**src/rtl/uart_pkg.sv**
```systemverilog
// Shared constants and FSM state encoding for the UART transmit buffer.
package uart_pkg;

  localparam int UART_W           = 8;
  localparam int BUSY_TIMEOUT_DEF = 8;

  typedef enum logic [1:0] {
    S_IDLE = 2'd0,
    S_REQ  = 2'd1,
    S_WAIT = 2'd2
  } tx_state_t;

endpackage

```
**src/rtl/sync_fifo.sv**
```systemverilog
// Single-clock FIFO with registered level and flags; storage read combinationally at the head.
module sync_fifo #(
  parameter int WIDTH      = 8,
  parameter int DEPTH_LOG2 = 4
) (
  input  logic                  CLK_SYS,
  input  logic                  CLK_RST,
  input  logic                  wr_en,
  input  logic [WIDTH-1:0]      wr_data,
  input  logic                  rd_en,
  output logic [WIDTH-1:0]      rd_data,
  output logic                  full,
  output logic                  empty,
  output logic [DEPTH_LOG2:0]   level,
  output logic                  overflow
);

  localparam int DEPTH = 2 ** DEPTH_LOG2;
  localparam logic [DEPTH_LOG2:0] LEVEL_FULL = (DEPTH_LOG2 + 1)'(DEPTH);

  logic [WIDTH-1:0]      mem [DEPTH];
  logic [DEPTH_LOG2-1:0] wr_ptr;
  logic [DEPTH_LOG2-1:0] rd_ptr;
  logic [DEPTH_LOG2:0]   level_nxt;
  logic                  push;
  logic                  pop;

  // A write while full is rejected even if a pop frees a slot this cycle.
  assign push    = wr_en && !full;
  assign pop     = rd_en && !empty;
  assign rd_data = mem[rd_ptr];

  always_comb begin
    level_nxt = level;
    case ({push, pop})
      2'b10:   level_nxt = level + 1'b1;
      2'b01:   level_nxt = level - 1'b1;
      default: level_nxt = level;
    endcase
  end

  always_ff @(posedge CLK_SYS) begin
    if (push) begin
      mem[wr_ptr] <= wr_data;
    end
  end

  always_ff @(posedge CLK_SYS or negedge CLK_RST) begin
    if (!CLK_RST) begin
      wr_ptr   <= '0;
      rd_ptr   <= '0;
      level    <= '0;
      full     <= 1'b0;
      empty    <= 1'b1;
      overflow <= 1'b0;
    end else begin
      if (push) wr_ptr <= wr_ptr + 1'b1;
      if (pop)  rd_ptr <= rd_ptr + 1'b1;
      level    <= level_nxt;
      full     <= (level_nxt == LEVEL_FULL);
      empty    <= (level_nxt == '0);
      overflow <= wr_en && full;
    end
  end

endmodule

```
**src/rtl/uart_tx_buffer.sv**
```systemverilog
// Byte queue feeding UART_SEND: pops one byte at a time and runs the level-enable/busy handshake.
module uart_tx_buffer
  import uart_pkg::*;
#(
  parameter int DEPTH_LOG2   = 4,
  parameter int BUSY_TIMEOUT = BUSY_TIMEOUT_DEF
) (
  input  logic                CLK_SYS,
  input  logic                CLK_RST,
  input  logic                wr_en,
  input  logic [UART_W-1:0]   wr_data,
  output logic                fifo_full,
  output logic                fifo_empty,
  output logic [DEPTH_LOG2:0] fifo_level,
  output logic                overflow,
  output logic                uart_tx_en,
  output logic [UART_W-1:0]   uart_din,
  input  logic                uart_tx_busy,
  output logic                tx_done,
  output logic                timeout_err
);

  // state | meaning
  // IDLE  | waiting for a queued byte; pops it and raises uart_tx_en
  // REQ   | uart_tx_en high, waiting for the sender to raise busy (timed)
  // WAIT  | byte accepted, uart_din held until busy falls

  localparam int TW = $clog2(BUSY_TIMEOUT);
  localparam logic [TW-1:0] TCNT_LOAD = TW'(BUSY_TIMEOUT - 1);

  tx_state_t         state, state_nxt;
  logic [TW-1:0]     tcnt, tcnt_nxt;
  logic              en_nxt;
  logic [UART_W-1:0] din_nxt;
  logic              done_nxt;
  logic              to_nxt;
  logic              pop;
  logic [UART_W-1:0] head;

  sync_fifo #(
    .WIDTH      (UART_W),
    .DEPTH_LOG2 (DEPTH_LOG2)
  ) u_fifo (
    .CLK_SYS  (CLK_SYS),
    .CLK_RST  (CLK_RST),
    .wr_en    (wr_en),
    .wr_data  (wr_data),
    .rd_en    (pop),
    .rd_data  (head),
    .full     (fifo_full),
    .empty    (fifo_empty),
    .level    (fifo_level),
    .overflow (overflow)
  );

  always_comb begin
    state_nxt = state;
    tcnt_nxt  = tcnt;
    en_nxt    = uart_tx_en;
    din_nxt   = uart_din;
    done_nxt  = 1'b0;
    to_nxt    = 1'b0;
    pop       = 1'b0;
    case (state)
      S_IDLE: begin
        if (!fifo_empty) begin
          pop       = 1'b1;
          din_nxt   = head;
          en_nxt    = 1'b1;
          tcnt_nxt  = TCNT_LOAD;
          state_nxt = S_REQ;
        end
      end
      S_REQ: begin
        // A busy already high on entry counts as acceptance.
        if (uart_tx_busy) begin
          en_nxt    = 1'b0;
          state_nxt = S_WAIT;
        end else if (tcnt == '0) begin
          en_nxt    = 1'b0;
          to_nxt    = 1'b1;
          state_nxt = S_IDLE;
        end else begin
          tcnt_nxt = tcnt - 1'b1;
        end
      end
      S_WAIT: begin
        if (!uart_tx_busy) begin
          done_nxt  = 1'b1;
          state_nxt = S_IDLE;
        end
      end
      default: begin
        en_nxt    = 1'b0;
        state_nxt = S_IDLE;
      end
    endcase
  end

  always_ff @(posedge CLK_SYS or negedge CLK_RST) begin
    if (!CLK_RST) begin
      state       <= S_IDLE;
      tcnt        <= '0;
      uart_tx_en  <= 1'b0;
      uart_din    <= '0;
      tx_done     <= 1'b0;
      timeout_err <= 1'b0;
    end else begin
      state       <= state_nxt;
      tcnt        <= tcnt_nxt;
      uart_tx_en  <= en_nxt;
      uart_din    <= din_nxt;
      tx_done     <= done_nxt;
      timeout_err <= to_nxt;
    end
  end

endmodule
```
**config.mk**
```make
export PLATFORM = sky130hd
export DESIGN_NAME = uart_tx_buffer
export DESIGN_NICKNAME = d
export VERILOG_FILES = /design/src/rtl/uart_pkg.sv /design/src/rtl/sync_fifo.sv /design/src/rtl/uart_tx_buffer.sv
export SDC_FILE = /design/constraint.sdc
export NUM_CORES = 1
export LEC_CHECK = 0
export BUFFER_PORTS_ARGS = -buffer_cell sky130_fd_sc_hd__buf_2
export CAP_MARGIN = 20
export CORE_UTILIZATION = 65
export CTS_BUF_LIST = sky130_fd_sc_hd__clkbuf_2 sky130_fd_sc_hd__clkbuf_4 sky130_fd_sc_hd__clkbuf_8
export CTS_CLUSTER_DIAMETER = 120
export DETAILED_ROUTE_END_ITERATION = 6
export HOLD_SLACK_MARGIN = 0.15
export PLACE_DENSITY = 0.84
export SLEW_MARGIN = 30
export SYNTH_ARGS = -nofsm -noshare
export SYNTH_HDL_FRONTEND = slang
export SYNTH_SLANG_ARGS = --single-unit
```
**constraint.sdc**
```tcl
create_clock -name CLK_SYS -period 6.4 [get_ports CLK_SYS]
set_input_delay 1.28 -clock CLK_SYS [delete_from_list [all_inputs] [get_ports CLK_SYS]]
set_output_delay 1.28 -clock CLK_SYS [all_outputs]
set_load 0.03 [all_outputs]
```
; Word-level counts from Yosys, hierarchy flattened
; Memory sizes are Yosys's and may differ from the RTL's. A register that Yosys moved wholly into a read port is not among the register bits.
; Index checks and enable logic that the tools add are counted.
[word_totals]
mem_count = 1
reg_bits = 24
ramBits = 128
rom_bits = 0
latchBits = 0
out_inout_bits = 19
in_bits = 12
[op_classes]
n_mux = 23
bitwise_logic = 2
div_mod_pow = 0
eq_ne = 10
multipliers = 0
reduce_logical = 14
addsub = 5
n_lt_le_gt_ge = 0
shifts = 0
[memory_table]
columns = name, words, width, rd, rd_ports_with_merged_regs, write_ports, line_no
row1 = u_fifo.mem, 16, 8, 1, 1, 1, sync_fifo.sv:21  ; logic [WIDTH-1:0] mem [DEPTH];
[ops]
columns = operator, count
row1 = 1-bit 2-to-1 mux, 12
row2 = 5-bit case mux with 2 select lines, 1
row3 = 3-bit 2-to-1 mux, 3
row4 = 4-bit by 1-bit adder with 4-bit output (second input constant), 2
row5 = 2-bit 2-to-1 mux, 4
row6 = 2-bit inequality test (second input constant), 4
row7 = 2-bit case mux with 3 select lines, 1
row8 = 3-bit case mux with 2 select lines, 1
row9 = 3-bit AND reduction, 2
row10 = 5-bit by 1-bit adder with 5-bit output (second input constant), 1
row11 = 5-bit == test (second input constant), 1
row12 = 5-bit zero test, 1
row13 = 5-bit by 1-bit subtractor with 5-bit output (second input constant), 1
row14 = 2-bit by 1-bit == test with 1-bit output (second input constant), 2
row15 = 2-bit == test (second input constant), 2
row16 = 4-bit AND reduction, 1
row17 = 1-bit logical AND, 3
row18 = 1-bit zero test, 3
row19 = 3-bit zero test, 1
row20 = 3-bit inequality test (second input constant), 1
row21 = 1-bit case mux with 3 select lines, 1
row22 = 3-bit by 1-bit subtractor with 3-bit output (second input constant), 1
row23 = 2-bit zero test, 1
row24 = 1-bit inverter, 2
row25 = 2 further kinds, 2

; Depth between registers and ports, before layout
[logic_depth]
depth_word = 6
mapped_depth = 12
mapped_depth_nobuf = 10

; Cells and area by module
; A second synthesis with hierarchy kept.
[unflattened]
hier_cells = 329
hier_area_um2 = 6472.5
[modules_own_cells]
columns = mod, n_inst, seq_area_each_um2, area_each_um2, cells_per_inst
row1 = sync_fifo, 1, 4245.3, 5793.1, 278
row2 = uart_tx_buffer, 1, 400.4, 679.4, 51

; Worst setup path before layout
; Ideal clock, no wire load.
[synth_path]
path_type = input to register
start = in wr_en
end = reg u_fifo.full
path_stages = 9
arrival_time_ns = 3.001
slack_ns = 3.312
setup_ns = 0.087
required_time_ns = 6.313
cell_sequence = nor2b_1 > inv_1 > nand2_1 > xnor2_1 > ha_1 > o211ai_1 > a21oi_1 > or4b_4 > a211oi_2
[synth_between]
elab_chain_len = 4
word_cells_on_any_way = 5
classes_between = eq/ne (3) / mux (1) / reduce/logical (1)
[synth_rtl]
columns = item, line_no
row1 = start: declaration, uart_tx_buffer.sv:10  ; input logic wr_en,
row2 = 1-bit logical AND *, sync_fifo.sv:29  ; assign push = wr_en && !full;
row3 = 2-bit by 1-bit == test with 1-bit output or 2-bit == test (tied branches), sync_fifo.sv:35  ; case ({push, pop})
row4 = 5-bit case mux with 2 select lines *, sync_fifo.sv:35
row5 = 5-bit == test *, sync_fifo.sv:60  ; full <= (level_nxt == LEVEL_FULL);
row6 = end signal: assignment, sync_fifo.sv:60
row7 = end: declaration, sync_fifo.sv:12  ; output logic full,
; Every way passes the cells marked *; elsewhere a longest branch is shown, timed or not.
; A chain may end at the register's enable or synchronous reset.

; Worst setup path after layout
; Same ends and word-level chain as after synthesis.

==> impl_summary.txt <==
----------------------------------------------------
[Routing]
  Post-route DRC violation count ... 0
  Via count ... 3,264
  Number of detailed-route iterations in the first pass ... 5
  Violation count after the first detailed-route iteration ... 251
  Final ANT Viol Nets ... 0
  Post-DR wirelength/cell ... 21.62 um
  Routed wire length ... 11.61 mm
  Via-per-instance ratio ... 6.078

[Yosys]
  Async SR Flop Fraction ... 20.00%
  Netlist area before placement ... 6536 sq um
  Primary FF master, synth ... sky130_fd_sc_hd__edfxtp_1
  Post-synthesis sequential area ratio ... 71.08%
  Flip-flop and latch count after synthesis ... 160
  Yosys Warn Count ... 0
  Count of flip-flops with a built-in enable after synthesis ... 128
  Mapped Cells ... 361
  Post-Synthesis Mean Instance Area ... 18.11 sq um
  Synthesized net count ... 383
  Count of unique library cells instantiated by Yosys ... 45

[Clocking]
  TritonCTS clock tree ... done
  Number of levels the H-tree was split into ... 4
  Sink Count ... 160
  Post-CTS resize count ... 0
  Clock slew seen by the registers of the worst setup and hold paths ... 80 ps
  Hold-fix buffer count after cts ... 0
  Cell at the root of the clock tree ... sky130_fd_sc_hd__clkbuf_8
  Max Root-Sink Buffers ... 2
  Post-CTS Setup Inserts ... 0
  Clk Latency, worst-skew pair ... 450 ps
  Clock buffers created by TritonCTS ... 17

[Flow run]
  Max_cap viols ... 0

[STA]
  Final hold violations ... 0
  Final Cycle Share ... 56.51%
  RSZ-0062 raised after global routing ... false
  Max-slew violation count ... 0
  Clock skew ... 9.233 ps
  Maximum clock frequency ... 276.5 MHz
  Setup total negative slack ... 0 ps
  Count of final setup violators ... 0
  Minimum clock period ... 3617 ps
  Worst-Margin Slew ... 847.2 ps
  PnR worst setup slack ... 2783 ps
  Max_slew headroom ... 43.52%
  Worst hold-check slack ... 476.9 ps

[Critical path]
  Startpoint type of the worst setup path ... input port
  Critical path launch point ... wr_en
  Register-to-register path setup slack ... 3270 ps
  Worst setup path endpoint ... u_fifo.full
  Data arrival time of the critical path ... 3990 ps
  Reg2reg start ... u_fifo.empty
  Destination of the worst register-to-register timing path ... u_fifo.full
  Number of cell instances on the worst register-to-register path ... 10
  Peak fanout along the critical path ... 11
  Critical path required time ... 6770 ps
  Crit path capture type ... register
  Class of the most critical setup path ... in2reg

[Global route]
  Global Route Usage Sum ... 24.65%
  Met3 Use GR ... 8.071%
  Initial antenna violation count ... 0
  GRT overflow ... 0
  Global-route layer with the greatest usage ... met2
  First-pass GRT wire length ... 17.46 mm
  Met2 Use GR ... 39.75%
  Met1 GRT Util ... 32.83%
  Maximum number of pins on one net before global-route repair ... 36
  Number of global-route vias before repair ... 3,233

[Power and ir drop]
  VDD IR max ... 0.3152 mV
  Cell Pwr Density ... 478.3 nW/um^2
  Static power due to leakage ... 0.002569 uW

[Worst hold path]
  Class of the tightest hold or removal check ... reg2reg

[Place]
  Cell area reported after detailed placement ... 6771 sq um
  Worst slack at placement ... 2383 ps
  Placer Congestion ... 0.8649
  Number of buffers added on ports ... 30
  Post-DP HPWL ... 7.523 mm

[Outcome]
  Result of the run ... finished, final reports clean

[Layout]
  Total inserted antenna cells ... 0
  Cell area after layout ... 7212 sq um
  Leading cell type in the layout, fill and taps excluded ... sky130_fd_sc_hd__edfxtp_1
  Area Overhead vs Synth ... 10.34%
  Fin nets ... 413
  Proportion of layout cells with a drive suffix above 1 ... 27.72%
  Most frequent cells in the layout ... sky130_fd_sc_hd__edfxtp_1, sky130_fd_sc_hd__mux4_2, sky130_fd_sc_hd__nand2_1

[Die]
  Die X-Extent ... 102.3 um
  # IOs ... 31
  Std cell rows ... 36
  Std-Cell Core Area ... 9774 sq um
  Initial Util ... 66.87%
  Die height ... 102.3 um
  Floorplan die area ... 10,460 sq um

----------------------------------------------------
==> worst max-delay path: stages <==
cell                       delay [ps]
sky130_fd_sc_hd__buf_2             80
sky130_fd_sc_hd__nor2b_1          600
sky130_fd_sc_hd__inv_1            300
sky130_fd_sc_hd__nand2_1          270
sky130_fd_sc_hd__inv_1             80
sky130_fd_sc_hd__ha_1             340
sky130_fd_sc_hd__a21oi_1          180
sky130_fd_sc_hd__nor2b_1           80
sky130_fd_sc_hd__nor2_1            80
sky130_fd_sc_hd__or4b_4           480
sky130_fd_sc_hd__a211oi_2         220
==> routing by layer <==
| layer | up-vias | share of wire [%] |
|---|---|---|
| li1 | 1459 | - |
| met1 | 1677 | 42 |
| met2 | 114 | 51 |
| met3 | 14 | 6.1 |
| met4 | 0 | 1.0 |
| met5 | - | 0 |
==> cell usage after synthesis, types with 2 or more instances <==
cell	instances	area share, %
sky130_fd_sc_hd__a21o_1	3	0.34
sky130_fd_sc_hd__a21oi_1	5	0.38
sky130_fd_sc_hd__and2_1	17	1.6
sky130_fd_sc_hd__buf_1	2	0.11
sky130_fd_sc_hd__buf_2	4	0.31
sky130_fd_sc_hd__clkbuf_1	12	0.69
sky130_fd_sc_hd__dfrtp_1	31	12
sky130_fd_sc_hd__edfxtp_1	128	59
sky130_fd_sc_hd__ha_1	10	1.9
sky130_fd_sc_hd__inv_1	8	0.46
sky130_fd_sc_hd__mux4_2	40	14
sky130_fd_sc_hd__nand2_1	37	2.1
sky130_fd_sc_hd__nand4_1	3	0.29
sky130_fd_sc_hd__nor2_1	10	0.57
sky130_fd_sc_hd__nor2b_1	2	0.19
sky130_fd_sc_hd__nor3_1	3	0.23
sky130_fd_sc_hd__nor3b_1	5	0.57
sky130_fd_sc_hd__o211ai_1	3	0.34
sky130_fd_sc_hd__o21ai_0	3	0.23
sky130_fd_sc_hd__xnor2_1	10	1.3
==> where the power goes <==
group          internal [uW]  total [uW]  switching, uW
logic                    529        1170            640
clock network            429         801            372
registers               1310        1480            173
total                   2260        3450           1180
==> stage by stage <==
stage,total power (uW),utilization (%),instances
2_1_floorplan,2371,-,361
3_3_place_gp,2618,69.28,505
3_5_place_dp,2667,69.28,505
4_1_cts,3468,73.78,537
5_1_grt,3623,73.78,537
6_report,3450,73.78,537
==> worst min path at each step <==
| stage | slack [ps] | depth (start not counted) | start | end |
|---|---|---|---|---|
| after floorplan | 480 | 2 | tcnt[2] | tcnt[2] |
| after global placement | 460 | 2 | uart_din[3] | uart_din[3] |
| after detailed placement | 460 | 2 | uart_din[2] | uart_din[2] |
| after CTS | 480 | 2 | uart_din[2] | uart_din[2] |
| after global routing | 490 | 2 | uart_din[1] | uart_din[1] |
| final | 480 | 2 | uart_din[1] | uart_din[1] |
==> cell families (layout without fill, tap and decap cells) <==
group	Yosys count	in the layout	share of synthesized area [%]
xor+xnor	11	11	1.474
fa+ha+maj	10	10	1.914
buf+inv	29	72	1.991
simple gates	86	86	6.834
flops	160	160	71.08
mux	41	41	13.95
compound gates	24	24	2.757
==> flip-flops by register name, indices dropped and copies added (netlist names) <==
signal and flops:
u_fifo.mem 128, u_fifo.empty 1, timeout_err 1, tx_done 1
uart_din 8, u_fifo.level 5, state 2, uart_tx_en 1
u_fifo.full 1, u_fifo.wr_ptr 4, tcnt 3, u_fifo.rd_ptr 4
u_fifo.overflow 1
==> cell type report <==
class                           count  area [sq um]
Fill cell                         567          2562
Sequential cell                   160          4648
Inverter                            9         38.79
Multi-Input combinational cell    172          1760
Clock inverter                     15         206.4
Timing Repair Buffer               31         157.7
Tap cell                          133         166.4
Clock buffer                       17         234.0
Power figures use the tool's default switching activity.
